`config.mk`:
```
export PLATFORM = sky130hd
export DESIGN_NAME = fp_add_arbiter
export DESIGN_NICKNAME = d
export VERILOG_FILES = /design/src/rtl/fp_add_arbiter.sv
export SDC_FILE = /design/constraint.sdc
export NUM_CORES = 1
export LEC_CHECK = 0
export CAP_MARGIN = 10
export CORE_UTILIZATION = 41
export CTS_BUF_LIST = sky130_fd_sc_hd__clkbuf_8
export DETAILED_ROUTE_END_ITERATION = 16
export GPL_TIMING_DRIVEN = 0
export PLACE_DENSITY = 0.84
export SETUP_SLACK_MARGIN = 0.05
export SLEW_MARGIN = 20
export SYNTH_ARGS = -nofsm -noshare
export SYNTH_HDL_FRONTEND = slang
export SYNTH_SLANG_ARGS = --single-unit
```
`constraint.sdc`:
```
create_clock -name clk -period 2 [get_ports clk]
set_input_delay 0.5 -clock clk [delete_from_list [all_inputs] [get_ports clk]]
set_output_delay 0.5 -clock clk [all_outputs]
set_load 0.02 [all_outputs]
```
`src/rtl/fp_add_arbiter.sv`:
```
// Round-robin arbiter sharing one multicycle fp_adder between two requesters.
// Define FP_ARB_SUB_EN to let reqN_sub flip the sign of b (a-b).
module fp_add_arbiter #(
   parameter int LATENCY = 2,
   parameter int CNT_W   = 4
) (
   input  logic        clk,
   input  logic        reset,
   input  logic        req0_valid,
   output logic        req0_ready,
   input  logic [31:0] req0_a,
   input  logic [31:0] req0_b,
   input  logic        req0_sub,
   input  logic        req1_valid,
   output logic        req1_ready,
   input  logic [31:0] req1_a,
   input  logic [31:0] req1_b,
   input  logic        req1_sub,
   output logic        rsp_valid,
   input  logic        rsp_ready,
   output logic        rsp_id,
   output logic [31:0] rsp_sum,
   output logic [31:0] add_a,
   output logic [31:0] add_b,
   input  logic [31:0] add_sum,
   output logic        busy
);

   localparam logic [1:0] IDLE = 2'd0;
   localparam logic [1:0] EXEC = 2'd1;
   localparam logic [1:0] RESP = 2'd2;

   logic [1:0]       state;
   logic [CNT_W-1:0] cnt;
   logic             last_grant;
   logic [31:0]      op_a;
   logic [31:0]      op_b;
   logic             gnt0;
   logic             gnt1;
   logic             accept;
   logic [31:0]      sel_a;
   logic [31:0]      sel_b_raw;
   logic [31:0]      sel_b;
   logic             sel_sub;

   always_comb begin
      gnt0 = req0_valid && (!req1_valid || last_grant);
      gnt1 = req1_valid && (!req0_valid || !last_grant);
   end

   // Ready is also held low while reset is asserted.
   assign req0_ready = reset && (state == IDLE) && gnt0;
   assign req1_ready = reset && (state == IDLE) && gnt1;
   assign accept     = (req0_valid && req0_ready) ||
                       (req1_valid && req1_ready);

   always_comb begin
      sel_a     = gnt1 ? req1_a : req0_a;
      sel_b_raw = gnt1 ? req1_b : req0_b;
      sel_sub   = gnt1 ? req1_sub : req0_sub;
   end

`ifdef FP_ARB_SUB_EN
   assign sel_b = sel_sub ? {~sel_b_raw[31], sel_b_raw[30:0]}
                          : sel_b_raw;
`else
   logic unused_sub;
   assign unused_sub = sel_sub;
   assign sel_b      = sel_b_raw;
`endif

   always_ff @(posedge clk or negedge reset) begin
      if (!reset) begin
         state      <= IDLE;
         cnt        <= '0;
         last_grant <= 1'b1;
         op_a       <= '0;
         op_b       <= '0;
         rsp_sum    <= '0;
         rsp_id     <= 1'b0;
      end else begin
         unique case (state)
            IDLE: begin
               if (accept) begin
                  op_a       <= sel_a;
                  op_b       <= sel_b;
                  rsp_id     <= gnt1;
                  last_grant <= gnt1;
                  cnt        <= CNT_W'(LATENCY - 1);
                  state      <= EXEC;
               end
            end
            EXEC: begin
               if (cnt != '0) begin
                  cnt <= cnt - CNT_W'(1);
               end else begin
                  rsp_sum <= add_sum;
                  state   <= RESP;
               end
            end
            RESP: begin
               if (rsp_ready) state <= IDLE;
            end
            default: state <= IDLE;
         endcase
      end
   end

   // Operands stay registered in every state to keep the adder quiet.
   assign add_a     = op_a;
   assign add_b     = op_b;
   assign rsp_valid = (state == RESP);
   assign busy      = (state != IDLE);

endmodule

```
== Yosys cells after proc, flatten, opt, wreduce, memory -nomap -nowiden ==
Index checks and enable logic that the tools add are counted.

* ROM bits: 0
* Bits in latches: 0
* Memories: 0
* Register bits after elaboration: 104
* Output and inout port bits: 101
* Word-level logic and storage cells: 45
* Memory bits (writable): 0

* Div/mod/pow operators: 0
* Reduce and logical (&&, ||, !) cells: 21
* Shift-type cells: 0
* Multiply operators: 0
* Bitwise operators: 1
* Equal/unequal tests: 6
* Mux-type cells: 9
* $add $sub $neg: 1
* $lt $le $gt $ge: 0

{| class="wikitable"
|+ Operator list
! operator !! count
|-
| 32-bit 2-to-1 mux || 2
|-
| 4-bit 2-to-1 mux || 2
|-
| 4-bit one-hot mux with 2 select lines || 1
|-
| 1-bit logical AND || 7
|-
| 2-bit 2-to-1 mux || 3
|-
| 2-bit != test (second input constant) || 3
|-
| 2-bit one-hot mux with 3 select lines || 1
|-
| 3-bit AND reduction || 2
|-
| 2-bit AND reduction || 2
|-
| 2-bit nonzero test || 2
|-
| 4-bit nonzero test || 1
|-
| 4-bit by 1-bit subtractor with 4-bit output (second input constant) || 1
|-
| 1-bit logical NOT || 3
|-
| 1-bit logical OR || 3
|-
| 2-bit by 1-bit equality test with 1-bit output (second input constant) || 1
|-
| 2-bit equality test (second input constant) || 1
|-
| 2-bit logical NOT || 1
|-
| 2-bit by 1-bit != test with 1-bit output (second input constant) || 1
|-
| 1-bit inverter || 1
|}

== Depth between registers and ports, before layout ==
Gate-level depths: netlist of the first run.

* Depth after elaboration: 8
* Mapped depth: 6

== Least setup slack after synthesis of the first run ==
No wires, ideal clock.

* Path type: input port to output port
* From: input port req1_valid
* To: output port req1_ready
* Data arrival time: 1.293 ns
* Slack: 0.207 ns
* Cell stages on the path: 4
* Cells stage by stage: a21boi_1 -> buf_4 -> buf_2 -> and2_1

* Word-level cells in the longest chain between the ends: 2

{| class="wikitable"
|+ Ends and longest elaborated chain
! item !! line !! text
|-
| start: declaration || 14 || <nowiki>input logic req1_valid,</nowiki>
|-
| 1-bit logical AND || 48 || <nowiki>gnt1 = req1_valid && (!req0_valid || !last_grant);</nowiki>
|-
| 1-bit logical AND || 53 || <nowiki>assign req1_ready = reset && (state == IDLE) && gnt1;</nowiki>
|-
| end: declaration || 15 || <nowiki>output logic req1_ready,</nowiki>
|}

No other way between the ends.

== Final worst setup path of the first run ==
* From: register last_grant
* To: output port req1_ready

* Word-level cells in the longest chain between the ends: 4

{| class="wikitable"
|+ Ends and longest elaborated chain
! item !! line !! text
|-
| start: declaration || 35 || <nowiki>logic last_grant;</nowiki>
|-
| start signal: assignment || 88 || <nowiki>last_grant <= gnt1;</nowiki>
|-
| 1-bit logical NOT || 48 ||
|-
| 1-bit logical OR || 48 ||
|-
| 1-bit logical AND || 48 ||
|-
| 1-bit logical AND || 53 ||
|}

No other way between the ends.

==> flow_metrics.env, run 1 <==
export IMPL_final_layout_size_suffix_gt1_share_pct=28.5
export IMPL_yosysWarnings=0
export IMPL_crit_end="req1_ready"
export IMPL_maxCapViolCount=0
export IMPL_htreeDepth=3
export IMPL_hold_viol_final=0
export IMPL_syn2layout_area_growth_pct=68.0
export IMPL_cts_tree="yes"
export IMPL_path_buf_inv=3
export IMPL_rr_startpoint="state[0]"
export IMPL_grt_pass1_wl_um=21500
export IMPL_ios=268
export IMPL_worstMarginPinSlew_ns=0.287
export IMPL_timing_setup_tns_ns=0
export IMPL_drtPass1Iterations=4
export IMPL_syn_area_per_cell_um2=15.8
export IMPL_max_freq_mhz=504
export IMPL_drt_total_wl_um=13700
export IMPL_cts_buffers=9
export IMPL_setup_viol=0
export IMPL_wl_per_cell_um=18.1
export IMPL_clockBufferDepth=2
export IMPL_fin_skew_ns=0.0119
export IMPL_route_detailed_drc=0
export IMPL_fin_crit_sh_pct=99.3
export IMPL_crit_required_ns=1.50
export IMPL_vias_per_cell=4.87
export IMPL_vdd_drop_max_uv=1020
export IMPL_grt_overflow_total=0
export IMPL_slew_viol_final=0
export IMPL_clkTransAtPathRegs_ns=0.10
export IMPL_clock_latency_ns=0.37
export IMPL_fp_dieArea_mm2=0.0126
export IMPL_die_h_um=112
export IMPL_dieWidth_um=112
export IMPL_hpwl_um=10000
export IMPL_preCtsSetupSlack_ns=-1.09
export IMPL_antenna_cells=0
export IMPL_fin_crit_ns=1.99
export IMPL_netlist_instances=317
export IMPL_utilization_pct=72.1
export IMPL_rr_endpoint="add_a[15]"
export IMPL_gp_congestion=0.751
export IMPL_rsz0062_at_grt="yes"
export IMPL_ys_seq_area_share_pct=52.1
export IMPL_num_rows=39
export IMPL_cts_sinks=104
export IMPL_clock_root_buffer="clkbuf_8"
export IMPL_final_antenna_net_count=0
export IMPL_instances_no_fill=757
export IMPL_arrival_ns=1.49
export IMPL_ys_types=31
export IMPL_coreArea_mm2=0.0117
export IMPL_r2r_slack_ns=0.05
export IMPL_max_stage_delay_ns=0.56
export IMPL_regArea_mm2=0.00261
export IMPL_crit_chain="a21boi_2 > buf_6 > buf_12 > and2_4 > buf_6"
export IMPL_end_kind="output port"
export IMPL_antenna_found_initial=0
export IMPL_cp_depth=5
export IMPL_grt_max_degree=55
export IMPL_path_class="register to output port"
export IMPL_p_total_mw=12.1
export IMPL_placed_area_mm2=0.00786
export IMPL_setup_ws_ns=0.0140
export IMPL_startpoint="last_grant"
export IMPL_initialDrtViolationCount=131
export IMPL_power_density_mw_per_mm2=1440
export IMPL_whs_ns=0.0605
export IMPL_cp_top_family="flip-flops"
export IMPL_crit_fanout=2
export IMPL_syn_area_mm2=0.00500
export IMPL_placed_cells=726
export IMPL_synth_seq_cells=104
export IMPL_outcome="finished, final reports clean"
export IMPL_multiInputGateArea_mm2=0.00223
export IMPL_grt_usage_pct=22.0
export IMPL_num_vias=3684
export IMPL_relSlewSlack_pct=80.8
export IMPL_slowest_stage="dfstp_2"
export IMPL_crit_path_frequent_cell="buf_6"
export IMPL_startpoint_type="register"
export IMPL_synth_nets=486
export IMPL_hp_class="primary input to asynchronous set/reset pin"
export IMPL_fillers=821
export IMPL_grt_pass1_vias=4041
export IMPL_initial_core_util_pct=42.9
export IMPL_power_leakage_nw=3.54
export IMPL_final_common_cell="clkdlybuf4s50_1"
export IMPL_finalInstanceArea_mm2=0.00841
export IMPL_port_buffers=265
export IMPL_layout_common_cells="clkdlybuf4s50_1 (258), dfrtp_1 (101), mux2_2 (63)"
export IMPL_reg2reg_depth=6
export IMPL_fin_nets=778
[per-layer routing]
metal | up-vias | part of all wire (%) | global-route usage, % | wire (um)
met3 | 13 | 7.2 | 5.83 | 983
met5 | - | 0 | 0 | 0
li1 | 1717 | - | - | -
met2 | 157 | 52 | 40.1 | 7170
met4 | 0 | 1.3 | 7.56 | 183
met1 | 1797 | 39 | 24.8 | 5380
[sequential cells by signal (all words and copies together) (netlist names)]
name        flops
add_a          32
add_b          32
rsp_sum        32
cnt             4
state           2
last_grant      1
rsp_id          1
[Yosys cell counts]
cell	n	area share, %
o22ai_1	2	0.25
mux2i_1	1	0.20
and2_1	1	0.13
ha_1	2	0.50
buf_12	5	2.0
nand2b_1	3	0.38
a21oi_1	3	0.30
mux2_1	49	11
dfrtp_1	103	52
nor2_4	1	0.23
buf_2	9	0.90
a21boi_1	1	0.15
dfstp_2	1	0.53
buf_4	2	0.30
a31oi_1	1	0.13
or4_1	1	0.15
nor2b_1	1	0.13
nand3_1	1	0.10
or3_1	1	0.13
or3b_2	1	0.18
and3_1	1	0.13
mux2_4	49	15
or2_2	1	0.13
nand2_1	2	0.15
inv_1	3	0.23
buf_8	1	0.30
o21ai_0	3	0.30
mux2_2	63	14
nor3b_1	2	0.30
or3b_4	1	0.23
nor2_1	2	0.15
[kinds of logic (layout without fill, tap and decap cells)]
| kind of cell | count (synthesis) | in the layout | share of synthesized area [%] |
|---|---|---|---|
| AND/OR/NAND/NOR | 19 | 19 | 2.48 |
| AO/OA/AOI/OAI | 10 | 10 | 1.13 |
| adder cells (fa/ha/maj) | 2 | 2 | 0.500 |
| buffers and inverters | 20 | 317 | 3.73 |
| flip-flops | 104 | 104 | 52.1 |
| multiplexers | 162 | 162 | 40.1 |
[what timing repair did]
| action | CTS | global route |
|---|---|---|
| setup endpoints to repair | 53 | 82 |
| hold endpoints to repair | 50 | 25 |
| gates cloned | 0 | 7 |
| pin swaps | 2 | 2 |
| setup buffers | 5 | 1 |
| gates resized for setup | 32 | 16 |
[worst min path at each step]
stage / start / to / slack [ns] / depth (start not counted)
floorplan: reset / add_a[0] / 0.20 / 0
finish: reset / add_a[31] / 0.06 / 2
CTS: reset / rsp_sum[17] / -0.02 / 1
global placement: rsp_sum[23] / rsp_sum[23] / 0.49 / 1
detailed placement: reset / add_a[31] / 0.48 / 1
global route: reset / last_grant / 0.05 / 1
[report_power, final]
part / switching [mW] / internal [mW]
combinational: 2.95 / 4.05
sequential: 0.620 / 3.20
clock: 0.713 / 0.607
[final cells by class]
class	instances	share of cell area, %
plain buffers	17	2.66
clock buffers	10	1.64
clock inverters	6	0.714
inverters	3	0.134
multi-input cells	193	26.6
flip-flops and latches	104	31.0
well taps	143	2.13
repair buffers	281	35.1
(Power assumes the default switching activity.)
==> run 2, diff against run 1 <==
--- a/config.mk
+++ b/config.mk
@@ -6,6 +6,7 @@
 export NUM_CORES = 1
 export LEC_CHECK = 0
 export CAP_MARGIN = 10
+export CORE_MARGIN = 2
 export CORE_UTILIZATION = 41
 export CTS_BUF_LIST = sky130_fd_sc_hd__clkbuf_8
 export DETAILED_ROUTE_END_ITERATION = 16
==> run 2 against run 1 <==
Net effect:
- sequential share of layout area rose by 0.35 points
- largest power group unchanged
- register-to-register slack improved by 0.10 ns
- worst hold slack improved by 0.0052 ns
- routed wire length fell by 1.8%
- via count rose by 0.92%
- maximum frequency rose by 0.92%
- critical path depth fell by 2
- clock-buffer cell count did not move
==> flow_metrics.env, run 2 (same netlist as run 1, synthesis figures left out) <==
export IMPL_outcome="finished, final reports clean"
export IMPL_gp_congestion=0.768
export IMPL_maxCapViolCount=0
export IMPL_hp_class="primary input to asynchronous set/reset pin"
export IMPL_initial_core_util_pct=41.8
export IMPL_clock_latency_ns=0.37
export IMPL_arrival_ns=1.47
export IMPL_fp_dieArea_mm2=0.0131
export IMPL_timing_setup_tns_ns=0
export IMPL_initialDrtViolationCount=96
export IMPL_vdd_drop_max_uv=873
export IMPL_route_detailed_drc=0
export IMPL_grt_pass1_vias=3981
export IMPL_num_rows=40
export IMPL_num_vias=3718
export IMPL_cts_sinks=104
export IMPL_clkTransAtPathRegs_ns=0.10
export IMPL_max_freq_mhz=508
export IMPL_fin_crit_sh_pct=98.4
export IMPL_slew_viol_final=0
export IMPL_hold_viol_final=0
export IMPL_rsz0062_at_grt="yes"
export IMPL_grt_overflow_total=0
export IMPL_crit_required_ns=1.50
export IMPL_final_layout_size_suffix_gt1_share_pct=27.2
export IMPL_hpwl_um=10100
export IMPL_layout_common_cells="clkdlybuf4s50_1 (258), dfrtp_1 (101), mux2_2 (63)"
export IMPL_die_h_um=114
export IMPL_dieWidth_um=114
export IMPL_port_buffers=265
export IMPL_power_leakage_nw=3.51
export IMPL_coreArea_mm2=0.0120
export IMPL_path_buf_inv=1
export IMPL_whs_ns=0.0656
export IMPL_final_antenna_net_count=0
export IMPL_grt_pass1_wl_um=20500
export IMPL_wl_per_cell_um=17.9
export IMPL_drt_total_wl_um=13500
export IMPL_clkPwrFrac_pct=12.9
export IMPL_relSlewSlack_pct=41.9
export IMPL_intPower_mw=7.92
export IMPL_power_switching_share_pct=34.6
export IMPL_cp_top_family="simple AND/OR/NAND/NOR gates"
export IMPL_fin_crit_ns=1.97
export IMPL_final_common_cell="clkdlybuf4s50_1"
export IMPL_cts_buffers=9
export IMPL_combPwrFrac_pct=55.5
export IMPL_startpoint_type="register"
export IMPL_end_kind="output port"
export IMPL_fin_skew_ns=0.0148
export IMPL_setup_viol=0
export IMPL_seqPwrFrac_pct=31.6
export IMPL_fillers=855
export IMPL_slowest_stage="dfrtp_2"
export IMPL_vias_per_cell=4.94
export IMPL_drtPass1Iterations=4
export IMPL_syn2layout_area_growth_pct=66.1
export IMPL_max_stage_delay_ns=0.46
export IMPL_clockBufferDepth=2
export IMPL_grt_usage_pct=20.3
export IMPL_worstMarginPinSlew_ns=0.869
export IMPL_crit_fanout=6
export IMPL_antenna_found_initial=0
export IMPL_antenna_cells=0
export IMPL_path_class="register to output port"
export IMPL_crit_chain="nor3b_4 > and3_1 > buf_4"
export IMPL_cts_tree="yes"
export IMPL_p_total_mw=12.1
export IMPL_power_density_mw_per_mm2=1460
export IMPL_fin_nets=770
export IMPL_htreeDepth=3
export IMPL_switching_power_mw=4.19
export IMPL_grt_max_degree=34
export IMPL_ios=268
export IMPL_clock_root_buffer="clkbuf_8"
==> run 2: through the flow <==
stage / cell area, um2 / utilization (%) / instances / setup slack (ns)
after floorplan: 5000 / - / 317 / 0.207
after global placement: 7840 / 65.5 / 729 / -4.47
after detailed placement: 7870 / 65.8 / 730 / -1.17
after CTS: 8300 / 69.4 / 753 / -0.00820
after global routing: 8310 / 69.5 / 753 / -0.0653
final: 8310 / 69.5 / 753 / 0.0321
==> run 2: layout make-up <==
class	count	area, um2	share of cell area (%)
clock inverters	6	108	1.29
flip-flops and latches	104	2610	31.4
well taps	147	184	2.21
inverters	3	11.3	0.136
clock buffers	10	138	1.66
plain buffers	16	188	2.26
multi-input cells	193	2240	26.9
repair buffers	274	2840	34.1
==> run 2: power groups by stage <==
stage          logic (mW)  registers [mW]  clock network, mW
2_1_floorplan        2.45            5.02                  0
3_3_place_gp         6.57            3.77                  0
3_5_place_dp         6.67            3.84                  0
4_1_cts              6.79            3.82               1.60
5_1_grt              7.07            3.95               1.69
6_report             6.72            3.82               1.56
==> run 2: worst register-to-register path: cells and delay by family, from the launching register on <==
kind | cells | cell delay [ns]
buf+inv | 2 | 0.37
flops | 1 | 0.46
mux | 1 | 0.31
simple gates | 2 | 0.59
==> run 2: what timing repair did <==
action,in CTS,in global routing
pin swaps,1,2
endpoints found under the hold margin,19,0
endpoints found under the setup margin,69,56
cloned,3,0
hold buffers,1,0
setup buffers,3,1
gates resized for setup,34,3
==> run 2: routing by layer <==
metal  share of wire (%)  vias up  track usage, %
li1                    -     1707               -
met1                  37     1834            22.7
met2                  52      156            36.8
met3                 8.3       21            5.93
met4                 2.2        0            7.24
met5                   0        -               0
==> run 2: worst paths after layout <==
| kind | from | end | slack (ns) | cells past startpoint |
|---|---|---|---|---|
| max | state[1] | req0_ready | 0.03 | 3 |
| max in group asynchronous | reset | add_a[22] | 0.64 | 2 |
| min reg2reg | rsp_sum[5] | rsp_sum[5] | 0.51 | 1 |
| max reg2reg | state[0] | add_a[12] | 0.15 | 5 |
| min | reset | add_a[7] | 0.07 | 1 |
| min in group clk | rsp_sum[5] | rsp_sum[5] | 0.51 | 1 |
==> run 3, diff against run 2 <==
==> constraint.sdc (replaced) <==
create_clock -name clk -period 2 [get_ports clk]
set_input_delay 0.5 -clock clk [delete_from_list [all_inputs] [get_ports clk]]
set_output_delay 0.5 -clock clk [all_outputs]
set_load 0.005 [all_outputs]
==> run 3 against run 2 <==
Net effect:
- die area is the same
- sequential power about the same
- non-clock buffer count increased by 3
- power fell by 9.5%
- combinational power fell by 17%
- sequential share of layout area decreased by 0.15 points
- critical path depth is 1 higher
- via count rose by 0.51%
- first-iteration DRC count is 1.0% higher
- highest routed layer unchanged
==> flow_metrics.env, run 3 (same netlist as run 1, synthesis figures left out) <==
export IMPL_antenna_cells=0
export IMPL_clkTransAtPathRegs_ns=0.10
export IMPL_power_switching_share_pct=27.4
export IMPL_timing_setup_tns_ns=0
export IMPL_crit_fanout=2
export IMPL_setup_viol=0
export IMPL_hp_class="primary input to asynchronous set/reset pin"
export IMPL_port_buffers=265
export IMPL_max_stage_delay_ns=0.58
export IMPL_grt_pass1_vias=3991
export IMPL_vdd_drop_max_uv=721
export IMPL_outcome="finished, final reports clean"
export IMPL_grtUsageMet2_pct=37.0
export IMPL_initial_core_util_pct=41.8
export IMPL_clkPwrFrac_pct=14.3
export IMPL_clock_latency_ns=0.37
export IMPL_grtUsageMet3_pct=5.88
export IMPL_gp_congestion=0.768
export IMPL_cts_sinks=104
export IMPL_grt_usage_pct=20.4
export IMPL_final_antenna_net_count=0
export IMPL_end_kind="output port"
export IMPL_clock_root_buffer="clkbuf_8"
export IMPL_crit_required_ns=1.50
export IMPL_worstMarginPinSlew_ns=0.867
export IMPL_setup_ws_ns=0.0268
export IMPL_crit_path_frequent_cell="buf_6"
export IMPL_drtPass1Iterations=4
export IMPL_rsz0062_at_grt="yes"
export IMPL_max_freq_mhz=507
export IMPL_intPower_mw=7.95
export IMPL_startpoint_type="register"
export IMPL_seqPwrFrac_pct=34.9
export IMPL_combPwrFrac_pct=50.9
export IMPL_vias_per_cell=4.94
export IMPL_coreArea_mm2=0.0120
export IMPL_fin_nets=773
export IMPL_final_layout_size_suffix_gt1_share_pct=27.8
export IMPL_layout_common_cells="clkdlybuf4s50_1 (258), dfrtp_1 (101), mux2_2 (63)"
export IMPL_grt_use_met1_pct=22.7
export IMPL_num_vias=3737
export IMPL_dieWidth_um=114
export IMPL_initialDrtViolationCount=97
export IMPL_globalRoute_busiestLayer="met2"
export IMPL_hpwl_um=10100
export IMPL_slowest_stage="dfstp_2"
export IMPL_ios=268
export IMPL_cts_buffers=9
export IMPL_wl_per_cell_um=18.0
export IMPL_drt_total_wl_um=13600
export IMPL_slew_viol_final=0
export IMPL_num_rows=40
export IMPL_arrival_ns=1.47
export IMPL_clockBufferDepth=2
export IMPL_power_leakage_nw=3.53
export IMPL_die_h_um=114
export IMPL_fin_skew_ns=0.0144
export IMPL_htreeDepth=3
export IMPL_final_common_cell="clkdlybuf4s50_1"
export IMPL_grt_pass1_wl_um=20600
export IMPL_maxCapViolCount=0
export IMPL_path_class="register to output port"
export IMPL_preCtsSetupSlack_ns=-1.07
export IMPL_power_density_mw_per_mm2=1310
export IMPL_hold_viol_final=0
export IMPL_switching_power_mw=3.00
export IMPL_relSlewSlack_pct=42.0
export IMPL_cts_tree="yes"
export IMPL_grt_max_degree=34
export IMPL_antenna_found_initial=0
export IMPL_route_detailed_drc=0
export IMPL_crit_chain="buf_6 > nand2b_1 > and3_4 > buf_6"
export IMPL_syn2layout_area_growth_pct=66.9
export IMPL_fin_crit_ns=1.97
export IMPL_grt_overflow_total=0
export IMPL_fin_crit_sh_pct=98.7
export IMPL_fp_dieArea_mm2=0.0131
-- run 3: cell types whose count changed in the layout (fill, tap and decap cells not counted) --
cell / change
and2_1: -1
and2_4: +1
and3_1: -1
and3_4: +1
buf_6: +3
clkdlybuf4s15_2: -1
dlygate4sd2_1: +1
-- run 3: final cells by class --
cell class | instances | area (um2)
fillers | 851 | 3610
well taps | 147 | 184
multi-input cells | 193 | 2250
inverters | 3 | 11.3
flip-flops and latches | 104 | 2610
clock inverters | 6 | 108
plain buffers | 16 | 188
repair buffers | 277 | 2870
clock buffers | 10 | 138
-- run 3: final timing paths --
check / cells past startpoint / to / slack (ns) / startpoint
setup / recovery: 4 / req0_ready / 0.03 / last_grant
min in group clk: 1 / rsp_sum[5] / 0.51 / rsp_sum[5]
max in group asynchronous: 2 / add_a[22] / 0.64 / reset
hold / removal: 1 / add_a[7] / 0.07 / reset
hold reg to reg: 1 / rsp_sum[5] / 0.51 / rsp_sum[5]
setup reg to reg: 5 / add_a[12] / 0.15 / state[0]
-- run 3: repair_timing --
action,4_1_cts,5_1_grt
buffers inserted,5,2
pin swaps,1,2
hold buffers,1,0
endpoints found under the hold margin,19,0
gates resized for setup,29,9
endpoints found under the setup margin,69,56
gates cloned,3,0
-- run 3: critical path, delay by kind of cell (launching register included) --
| family | cells | cell delay [ns] |
|---|---|---|
| flops | 1 | 0.58 |
| simple gates | 2 | 0.33 |
| buf+inv | 2 | 0.20 |
-- run 3: power groups by stage --
stage / clock (mW) / combinational, mW / sequential, mW
floorplan: 0 / 2.42 / 3.85
global placement: 0 / 5.34 / 3.77
detailed placement: 0 / 5.45 / 3.84
CTS: 1.60 / 5.58 / 3.82
global route: 1.69 / 5.92 / 3.95
finish: 1.56 / 5.57 / 3.82
-- run 3: metrics by stage --
stage	utilization (%)	total power, mW	hold slack [ns]	instances	area, um2
2_1_floorplan	-	6.27	0.204	317	5000
3_3_place_gp	65.5	9.11	0.487	729	7840
3_5_place_dp	65.8	9.29	0.438	730	7870
4_1_cts	69.5	11.0	0.0514	755	8310
5_1_grt	69.8	11.6	0.0441	756	8350
6_report	69.8	11.0	0.0655	756	8350
-- run 3: per-layer routing --
layer | up-vias | routed length [um]
li1 | 1718 | -
met1 | 1838 | 5100
met2 | 159 | 7090
met3 | 22 | 1120
met4 | 0 | 301
met5 | - | 0
